===== config.mk =====
export PLATFORM = sky130hd
export DESIGN_NAME = wb_port_arbiter
export DESIGN_NICKNAME = d
export VERILOG_FILES = /design/src/rtl/wb_port_arbiter.sv
export SDC_FILE = /design/constraint.sdc
export NUM_CORES = 1
export LEC_CHECK = 0
export BUFFER_PORTS_ARGS = -buffer_cell sky130_fd_sc_hd__buf_2
export CORE_MARGIN = 2
export CORE_UTILIZATION = 31
export DETAILED_ROUTE_END_ITERATION = 8
export PLACE_DENSITY = 0.59
export SLEW_MARGIN = 20
export SYNTH_ARGS = -nofsm -noshare
export SYNTH_HDL_FRONTEND = slang
export SYNTH_SLANG_ARGS = --single-unit

===== constraint.sdc =====
create_clock -name clk -period 2.9 [get_ports clk]
set_clock_uncertainty 0.2 [all_clocks]
set_input_delay 0.29 -clock clk [delete_from_list [all_inputs] [get_ports clk]]
set_output_delay 0.29 -clock clk [all_outputs]
set_load 0.01 [all_outputs]

===== src/rtl/wb_port_arbiter.sv =====
// Register-file write-port arbiter: in-order pipeline writeback versus
// buffered multiply/divide results, with a starvation-bounded forced drain.
module wb_port_arbiter #(
  parameter int DATA_W     = 32,
  parameter int REG_W      = 5,
  parameter int MD_DEPTH   = 2,
  parameter int STARVE_MAX = 4
) (
  input  logic                        clk,
  input  logic                        rst_n,
  input  logic [1:0]                  wb_ctl,
  input  logic [DATA_W-1:0]           wb_alu,
  input  logic [DATA_W-1:0]           wb_rdata,
  input  logic [REG_W-1:0]            wb_dest,
  input  logic                        md_valid,
  input  logic [DATA_W-1:0]           md_data,
  input  logic [REG_W-1:0]            md_dest,
  output logic                        md_ready,
  output logic                        pipe_stall,
  output logic                        rf_we,
  output logic [REG_W-1:0]            rf_waddr,
  output logic [DATA_W-1:0]           rf_wdata,
  output logic [$clog2(MD_DEPTH):0]   md_count
);

  localparam int PW = $clog2(MD_DEPTH);
  localparam int CW = PW + 1;
  localparam int SW = $clog2(STARVE_MAX + 1);

  logic [DATA_W-1:0] fifo_data [MD_DEPTH];
  logic [REG_W-1:0]  fifo_dest [MD_DEPTH];
  logic [PW-1:0]     wr_ptr;
  logic [PW-1:0]     rd_ptr;
  logic [SW-1:0]     starve;

  logic              md_any;
  logic              force_md;
  logic              grant_md;
  logic              grant_pipe;
  logic              push;
  logic [DATA_W-1:0] pipe_data;
  logic [REG_W-1:0]  head_dest;
  logic [DATA_W-1:0] head_data;

  assign md_any     = md_count != '0;
  assign md_ready   = md_count != CW'(MD_DEPTH);
  assign force_md   = md_any && (starve == SW'(STARVE_MAX));
  assign pipe_stall = force_md;
  assign grant_pipe = wb_ctl[1] && !force_md;
  assign grant_md   = force_md || (!wb_ctl[1] && md_any);
  assign push       = md_valid && md_ready;
  assign pipe_data  = wb_ctl[0] ? wb_rdata : wb_alu;
  assign head_dest  = fifo_dest[rd_ptr];
  assign head_data  = fifo_data[rd_ptr];

  // Storage needs no reset: occupancy alone decides what is valid.
  always_ff @(posedge clk) begin
    if (push) begin
      fifo_data[wr_ptr] <= md_data;
      fifo_dest[wr_ptr] <= md_dest;
    end
  end

  always_ff @(posedge clk or negedge rst_n) begin
    if (!rst_n) begin
      wr_ptr   <= '0;
      rd_ptr   <= '0;
      md_count <= '0;
      starve   <= '0;
      rf_we    <= 1'b0;
      rf_waddr <= '0;
      rf_wdata <= '0;
    end else begin
      if (push)
        wr_ptr <= wr_ptr + PW'(1);
      if (grant_md)
        rd_ptr <= rd_ptr + PW'(1);

      case ({push, grant_md})
        2'b10:   md_count <= md_count + CW'(1);
        2'b01:   md_count <= md_count - CW'(1);
        default: md_count <= md_count;
      endcase

      if (grant_md || !md_any)
        starve <= '0;
      else if (grant_pipe && starve != SW'(STARVE_MAX))
        starve <= starve + SW'(1);

      // Register-0 grants still update address/data but never strobe.
      if (grant_md) begin
        rf_we    <= head_dest != '0;
        rf_waddr <= head_dest;
        rf_wdata <= head_data;
      end else if (grant_pipe) begin
        rf_we    <= wb_dest != '0;
        rf_waddr <= wb_dest;
        rf_wdata <= pipe_data;
      end else begin
        rf_we    <= 1'b0;
      end
    end
  end

endmodule

# Word-level counts from Yosys, hierarchy flattened
# Memories as Yosys holds them, arrays and structs flattened.
# Index checks and enable logic that the tools add are counted.
[word_totals]
ff_bits = 45
mem_bits_rw = 74
inputBits = 111
output_inout_bits = 42
elab_cells = 47
mem_count = 2
[mem_list]
columns = ["memory", "depth", "word_bits", "rd", "rd_ports_with_merged_regs", "write_ports", "line_no", "rtl"]
rows = [
  ["fifo_data", 2, 32, 1, 0, 1, "30", "logic [DATA_W-1:0] fifo_data [MD_DEPTH];"],
  ["fifo_dest", 2, 5, 1, 0, 1, "31", "logic [REG_W-1:0] fifo_dest [MD_DEPTH];"],
]
[classes]
add_sub_neg = 5
n_eq_ne = 5
muxes = 12
reduce_logical = 16
[op_table]
columns = ["op", "n"]
rows = [
  ["$mux 32", 3],
  ["$mux 5", 2],
  ["$reduce_bool 5->1", 2],
  ["$reduce_bool 2->1", 4],
  ["$mux 3", 2],
  ["$logic_and 1x1->1", 5],
  ["$mux 1", 4],
  ["$pmux 2 s2", 1],
  ["$add 3x1->3 const B", 1],
  ["$eq 3x3->1 const B", 1],
  ["$logic_not 1->1", 3],
  ["$ne 3x3->1 const B", 1],
  ["$add 1x1->1 const B", 2],
  ["$add 2x1->2 const B", 1],
  ["$eq 2x1->1 const B", 1],
  ["$eq 2x2->1 const B", 1],
  ["$logic_or 1x1->1", 2],
  ["$ne 2x2->1 const B", 1],
  ["$sub 2x1->2 const B", 1],
]

# Logic depth before layout (Yosys ltp)
# Gate-level depths: netlist of the first run.
[logic_depth]
depth_word = 7
ltp_mapped = 11
depth_no_buf = 9

# Least setup slack after synthesis of the first run
# OpenSTA, ideal clock, no wires.
[synth_timing]
kind = "flip-flop to flip-flop"
startpoint = "reg md_count[0]"
endpoint = "mem fifo_data[0][0] (enable)"
setup_ps = 431
arrival_time_ps = 2397
t_required_ps = 2269
slack_ps = -128
path_stages_with_launch = 5
n_path_buf = 1
synth_period_minus_slack_ps = 3028
path_cell_list = "dfrtp_1 buf_6 nand2b_1 nand2_1 nor2_1"
[synth_via]
elab_chain_len = 4
[synth_rtl]
columns = ["item", "line_no", "rtl"]
rows = [
  ["from (decl)", "23", "output logic [$clog2(MD_DEPTH):0] md_count"],
  ["from (signal assigned)", "80", "2'b10: md_count <= md_count + CW'(1);"],
  ["from (signal assigned)", "81", "2'b01: md_count <= md_count - CW'(1);"],
  ["from (signal assigned)", "82", "default: md_count <= md_count;"],
  ["$ne 2x2->1", "46", "assign md_ready = md_count != CW'(MD_DEPTH);"],
  ["net md_ready", "18", "output logic md_ready,"],
  ["$logic_and 1x1->1", "51", "assign push = md_valid && md_ready;"],
  ["$mux 1", "58", "if (push) begin"],
  ["$mux 1 (implied by the code)", "59", "fifo_data[wr_ptr] <= md_data;"],
  ["to (decl)", "30", ""],
]
# The timed path passes the listed nets, and every way through them passes these cells.

# Worst setup path in the final report of the first run
[layout_timing]
startpoint = "in wb_ctl[1]"
endpoint = "reg md_count[1]"
[layout_via]
elab_chain_len = 5
elab_cells_between_ends = 7
cone_classes = "eq/ne (2); mux (1); reduce/logical (4)"
[layout_rtl]
columns = ["item", "line_no", "rtl"]
rows = [
  ["from (decl)", "11", "input logic [1:0] wb_ctl,"],
  ["$logic_not 1->1 *", "50", "assign grant_md = force_md || (!wb_ctl[1] && md_any);"],
  ["$logic_and 1x1->1 *", "50", ""],
  ["$logic_or 1x1->1 *", "50", ""],
  ["$eq 2x1->1 or $eq 2x2->1 (tied branches)", "79", "case ({push, grant_md})"],
  ["$pmux 2 s2 or $reduce_bool 2->1 (tied branches)", "--", ""],
]
# Every way passes the cells marked *; elsewhere a longest branch is shown, timed or not.
# A chain may end at the register's enable or synchronous reset.

==> results of run 1 <==
layout by cell type (no fill, tap or decap), types with 4 or more instances in the layout:
cell	instances
buf_2	151
edfxtp_1	74
mux2i_1	70
dlygate4sd3_1	44
dfrtp_1	44
nand2_1	39
nand3_1	33
o221a_1	32
clkbuf_16	17
o211ai_1	10
nor2_1	6
buf_4	5
xnor2_1	4
clkinv_2	4
per-stage QoR:
| stage | hold slack, ps | cells |
|---|---|---|
| finish | 65.4 | 793 |
| global route | 67.6 | 793 |
| CTS | 45.6 | 793 |
| detailed placement | 252 | 717 |
| global placement | 243 | 717 |
| floorplan | -206 | 367 |
final cells by class:
class / count / area [um2]
fill: 1572 / 9370
sequential: 119 / 3350
multi-input combinational: 215 / 1690
timing repair buffer: 203 / 1290
clock buffer: 21 / 460
tap: 220 / 275
clock inverter: 11 / 129
inverter: 4 / 15.0
cell families after synthesis:
kind of cell	after synthesis	share of synthesized area, %
fa+ha+maj	3	0.716
mux	70	13.4
simple gates	92	8.40
flops	119	63.8
compound gates	45	8.75
buf+inv	33	4.10
xor+xnor	5	0.835
metal layers:
metal / share of wire, % / track usage, %
met5: 0 / 0
met2: 50 / 25.0
met3: 4.9 / 3.74
met1: 43 / 17.1
met4: 1.8 / 6.43
worst max-delay path by stage:
stage / endpoint / slack, ps / from
after floorplan: fifo_data[0][0]$_DFFE_PP_ / 480 / md_count[0]$_DFFE_PN0P_
after global placement: md_count[1]$_DFFE_PN0P_ / 580 / starve[0]$_DFFE_PN0P_
after detailed placement: md_count[1]$_DFFE_PN0P_ / 520 / starve[0]$_DFFE_PN0P_
after CTS: md_count[1]$_DFFE_PN0P_ / 500 / wb_ctl[1]
after global routing: md_count[1]$_DFFE_PN0P_ / 390 / starve[0]$_DFFE_PN0P_
final: md_count[1]$_DFFE_PN0P_ / 500 / wb_ctl[1]
power by group:
group | leakage, nW | total, mW | internal, mW | switching [mW]
registers | 1.21 | 2.65 | 2.39 | 0.257
logic | 1.60 | 2.05 | 0.902 | 1.15
clock network | 0.289 | 2.09 | 1.38 | 0.709
total | 3.10 | 6.78 | 4.67 | 2.11
what timing repair did:
action / in CTS / in global routing
gates resized for setup: 0 / 0
hold buffers: 44 / 0
hold endpoints to repair: 126 / 0
setup endpoints to repair: 0 / 0
worst register-to-register path: stages (launching register included):
cell,delay [ps]
dfrtp_1,400
inv_1,60
ha_1,170
a21bo_2,200
nand2_8,80
inv_2,510
ha_1,390
nor2_1,140
xor2_1,150
flip-flops by register name (all words and copies together), names as in the netlist, 2 cells and up:
| name | cells |
|---|---|
| fifo_data | 64 |
| md_count | 2 |
| rf_wdata | 32 |
| starve | 3 |
| fifo_dest | 10 |
| rf_waddr | 5 |
==> flow_summary_export.csv, run 1 <==
group,metric,value,unit
drt,first_pass_iters,4,
yosys,synth_warnings,0,
yosys,synth_most_common_cell,"edfxtp_1",
drt,ant_nets,0,
clock_tree,cts_setup_buffers,0,
final_layout,diodes,0,
final_layout,syn_to_final_growth,37.5,%
setup_path,path_depth,8,
pwr,peakVddDrop,0.476,mV
setup_path,crit_buf_inv,3,
clock_tree,cts_buffers,17,
clock_tree,h-tree-depth,4,
clock_tree,ctsRootBufferMaster,"clkbuf_16",
setup_path,crit_fanout,33,
pwr,cellPowerDensity,940,nW/um2
yosys,yosys.area.top_type,"edfxtp_1",
clock_tree,path_clk_slew,60,ps
job,drv_cap,0,
drt,drc,0,
sta,fin_ws,502,ps
sta,period_share,82.7,%
setup_path,crit_path_cell_trace,"dlygate4sd3_1, buf_2, a21bo_2, nand2_8, inv_2, ha_1, nor2_1, xor2_1",
yosys,async_flop_share,37.8,%
place,gp_congestion,0.749,
setup_path,reg2reg_depth,8,
sta,slew_headroom,53.7,%
outcome,outcome,"completed",
yosys,synth_seq_cells,119,
yosys,synth_cell_types,28,
drt,via_count,3731,
yosys,synth_area_leaders,"edfxtp_1 (42%), dfrtp_1 (21%), mux2i_1 (13%)",
setup_path,r2r_start,"starve[0]$_DFFE_PN0P_",
setup_path,path_delay_family,"buffers and inverters",
clock_tree,cts_buffer_depth,2,
final_layout,final_util,43.5,%
grt,overflow,0,
floorplan,ioPinCount,153,
setup_path,crit_required,3040,ps
place,dp_slack,523,ps
sta,tightest_slew,695,ps
floorplan,start_util,31.6,%
setup_path,crit_path_max_incr_delay,530,ps
setup_path,reg2reg_to,"md_count[1]$_DFFE_PN0P_",
clock_tree,clkLatencyLatePin,410,ps
pwr,power_leakage,3.10,nW
yosys,synth_top_area_share,42.4,%
place,dp_hpwl,8.15,mm
sta,slew_violations,0,
setup_path,reg2reg_slack,530,ps
hold_path,min_path_cells,4,
yosys,synth_cells,367,
place,dpl_cell_area,6180,um2
grt,grt_usage,14.5,%
final_layout,drive_above_1_share,34.0,%
hold_path,holdPathEnd,"rf_wdata[9]$_DFFE_PN0P_",
floorplan,dieArea,18000,um2
setup_path,slowest_stage,"dlygate4sd3_1",
hold_path,min_path_type,"input pin to flop",
sta,hold_violations,0,
yosys,synth_common_cells,"edfxtp_1 (74), mux2i_1 (70), dfrtp_1 (45), nand2_1 (39), nand3_1 (33)",
clock_tree,clock-sinks,119,
yosys,syn-num-nets,481,
drt,drt_iter0_drc,145,
sta,setup_viol,0,
sta,rsz0062_at_grt,"false",
setup_path,critical_path_class,"input pin to flop",
drt,post_drt_wl_per_cell,15.8,um
floorplan,die_x,134,um
sta,fmax,417,MHz
setup_path,end_kind,"flop",
yosys,ys.flop_type,"edfxtp_1",
sta,finalWorstPathRequiredPeriod,2400,ps
yosys,avgSynthCellArea,14.3,um2
final_layout,fin_area,7210,um2
floorplan,rows,47,
floorplan,die_y,134,um
setup_path,cp.arrival,2540,ps
yosys,synth-edff-count,74,
grt,grt_max_degree,65,
grt,antenna_found_initial,0,
place,port_buffers,152,
pwr,power,6.78,mW
sta,tns,0,ps
setup_path,cp-start-kind,"input pin",
hold_path,min_from,"wb_alu[9]",
final_layout,finalNetCount,674,
clock_tree,tritoncts,"done",
yosys,syn_area,5250,um2
grt,grt_pass1_wl,19.9,mm
drt,wl,12.5,mm
yosys,seq_area_frac_synth,63.8,%
floorplan,core_area,16600,um2
drt,vias_per_cell,4.70,
grt,grt_pass1_vias,3925,
Power figures use the tool's default switching activity.
==> run 2: changes to the inputs <==
--- a/config.mk
+++ b/config.mk
@@ -9,7 +9,7 @@
 export CORE_MARGIN = 2
 export CORE_UTILIZATION = 31
 export DETAILED_ROUTE_END_ITERATION = 8
-export PLACE_DENSITY = 0.59
+export PLACE_DENSITY = 0.57
 export SLEW_MARGIN = 20
 export SYNTH_ARGS = -nofsm -noshare
 export SYNTH_HDL_FRONTEND = slang
==> constraint.sdc (replaced) <==
create_clock -name clk -period 2.25 [get_ports clk]
set_clock_uncertainty 0.2 [all_clocks]
set_input_delay 0.225 -clock clk [delete_from_list [all_inputs] [get_ports clk]]
set_output_delay 0.225 -clock clk [all_outputs]
set_load 0.01 [all_outputs]
==> flow_summary_export.csv, run 2 (same netlist as run 1, synthesis figures left out) <==
group,metric,value,unit
outcome,outcome,"completed",
hold_path,min_path_type,"input pin to flop",
place,port_buffers,152,
floorplan,ioPinCount,153,
setup_path,path_delay_family,"buffers and inverters",
sta,period_share,93.7,%
sta,setup_viol,0,
setup_path,crit_path_max_incr_delay,560,ps
final_layout,layout_common_cells,"buf_2 (152), edfxtp_1 (74), mux2i_1 (70)",
clock_tree,path_clk_slew,50,ps
place,gp_congestion,0.765,
drt,first_pass_iters,4,
setup_path,crit_buf_inv,3,
clock_tree,cts_buffers,17,
floorplan,die_x,134,um
sta,finalWorstPathRequiredPeriod,2110,ps
grt,antenna_found_initial,0,
pwr,power_leakage,3.15,nW
final_layout,seq_area,3350,um2
drt,drt_iter0_drc,115,
clock_tree,clkLatencyLatePin,410,ps
final_layout,largest_registers,"fifo_data (64), rf_wdata (32), fifo_dest (10)",
setup_path,slowest_stage,"dlygate4sd3_1",
sta,rsz0062_at_grt,"false",
sta,hold_ws,10.2,ps
clock_tree,clock-sinks,119,
final_layout,drive_above_1_share,32.9,%
final_layout,fillCellCount,1561,
place,dp_hpwl,7.99,mm
final_layout,syn_to_final_growth,39.9,%
final_layout,regMostFlops,"fifo_data",
final_layout,largest_reg_flops,64,
sta,tns,0,ps
setup_path,crit_path_cell_trace,"dlygate4sd3_1, buf_2, or4_1, nor2_1, o32ai_1, dlygate4sd3_1",
setup_path,cp-start-kind,"input pin",
floorplan,die_y,134,um
clock_tree,cts_buffer_depth,2,
setup_path,end_kind,"flop",
setup_path,crit_top_cell,"dlygate4sd3_1",
floorplan,core_area,16600,um2
sta,fmax,474,MHz
setup_path,cp.arrival,2200,ps
floorplan,start_util,31.6,%
grt,grt_max_degree,65,
clock_tree,tritoncts,"done",
grt,grt_pass1_vias,3798,
drt,post_drt_wl_per_cell,15.4,um
grt,grt_pass1_wl,19.5,mm
pwr,cellPowerDensity,1160,nW/um2
setup_path,critical_path_class,"input pin to flop",
drt,vias_per_cell,4.66,
floorplan,rows,47,
final_layout,diodes,0,
sta,slew_headroom,55.3,%
setup_path,crit_fanout,2,
sta,slew_violations,0,
setup_path,crit_required,2340,ps
grt,overflow,0,
grt,grt_usage,14.3,%
clock_tree,h-tree-depth,4,
drt,via_count,3776,
drt,wl,12.5,mm
final_layout,multiInputGateArea,1700,um2
sta,tightest_slew,671,ps
final_layout,layout_commonest_cell,"buf_2",
final_layout,final_util,44.3,%
place,dp_slack,319,ps
pwr,peakVddDrop,0.656,mV
sta,hold_violations,0,
clock_tree,ctsRootBufferMaster,"clkbuf_16",
drt,drc,0,
job,drv_cap,0,
floorplan,dieArea,18000,um2
final_layout,finalNetCount,691,
sta,fin_ws,141,ps
drt,ant_nets,0,
run 2: routing by layer:
metal / vias to the layer above / global-route usage (%) / wire length [um]
li1: 1827 / - / -
met1: 1814 / 17.5 / 5460
met2: 119 / 23.8 / 6140
met3: 16 / 4.23 / 693
met4: 0 / 5.44 / 193
met5: - / 0 / 0
run 2: layout make-up:
cell class                 instances  share of cell area (%)
multi-input combinational        215                    23.2
tap                              220                    3.75
sequential                       119                    45.6
inverter                           4                   0.205
timing repair buffer             220                    20.0
clock buffer                      26                    6.53
clock inverter                     6                   0.716
run 2: power by group:
part           internal [mW]  leakage (nW)  switching [mW]
combinational           1.20          1.68            1.47
sequential              3.08          1.21           0.337
clock                   1.56         0.261           0.888
total                   5.84          3.15            2.69
run 2: per-stage QoR:
| stage | cells | power [mW] | cell area (um2) |
|---|---|---|---|
| 5_1_grt | 810 | 9.06 | 7340 |
| 3_5_place_dp | 719 | 6.06 | 6210 |
| 2_1_floorplan | 367 | 5.18 | 5250 |
| 6_report | 810 | 8.53 | 7340 |
| 3_3_place_gp | 719 | 5.97 | 6210 |
| 4_1_cts | 810 | 8.62 | 7330 |
run 2: path summary, 6_finish.rpt:
path | endpoint | startpoint | depth (start not counted) | slack, ps
max | rf_we$_DFF_PN0_ | wb_dest[2] | 6 | 140
min | rf_wdata[7]$_DFFE_PN0P_ | wb_alu[7] | 4 | 10
max reg2reg | rf_we$_DFF_PN0_ | starve[0]$_DFFE_PN0P_ | 6 | 200
min reg2reg | starve[0]$_DFFE_PN0P_ | starve[0]$_DFFE_PN0P_ | 1 | 280
max in group asynchronous | rd_ptr$_DFFE_PN0N_ | rst_n | 3 | 1470
min in group asynchronous | rf_wdata[10]$_DFFE_PN0P_ | rst_n | 3 | 140
run 2: worst reg2reg max path, delay by kind of cell, from the launching register on:
kind                     cells  cell delay, ps
AO/OA/AOI/OAI                2             340
adder cells (fa/ha/maj)      1             170
buffers and inverters        2             630
flip-flops                   1             400
AND/OR/NAND/NOR              1             190
run 2: timing repair:
item,CTS,global route
resized for setup,0,2
setup endpoints to repair,0,1
hold buffers,59,0
setup buffers,0,0
hold endpoints to repair,137,0
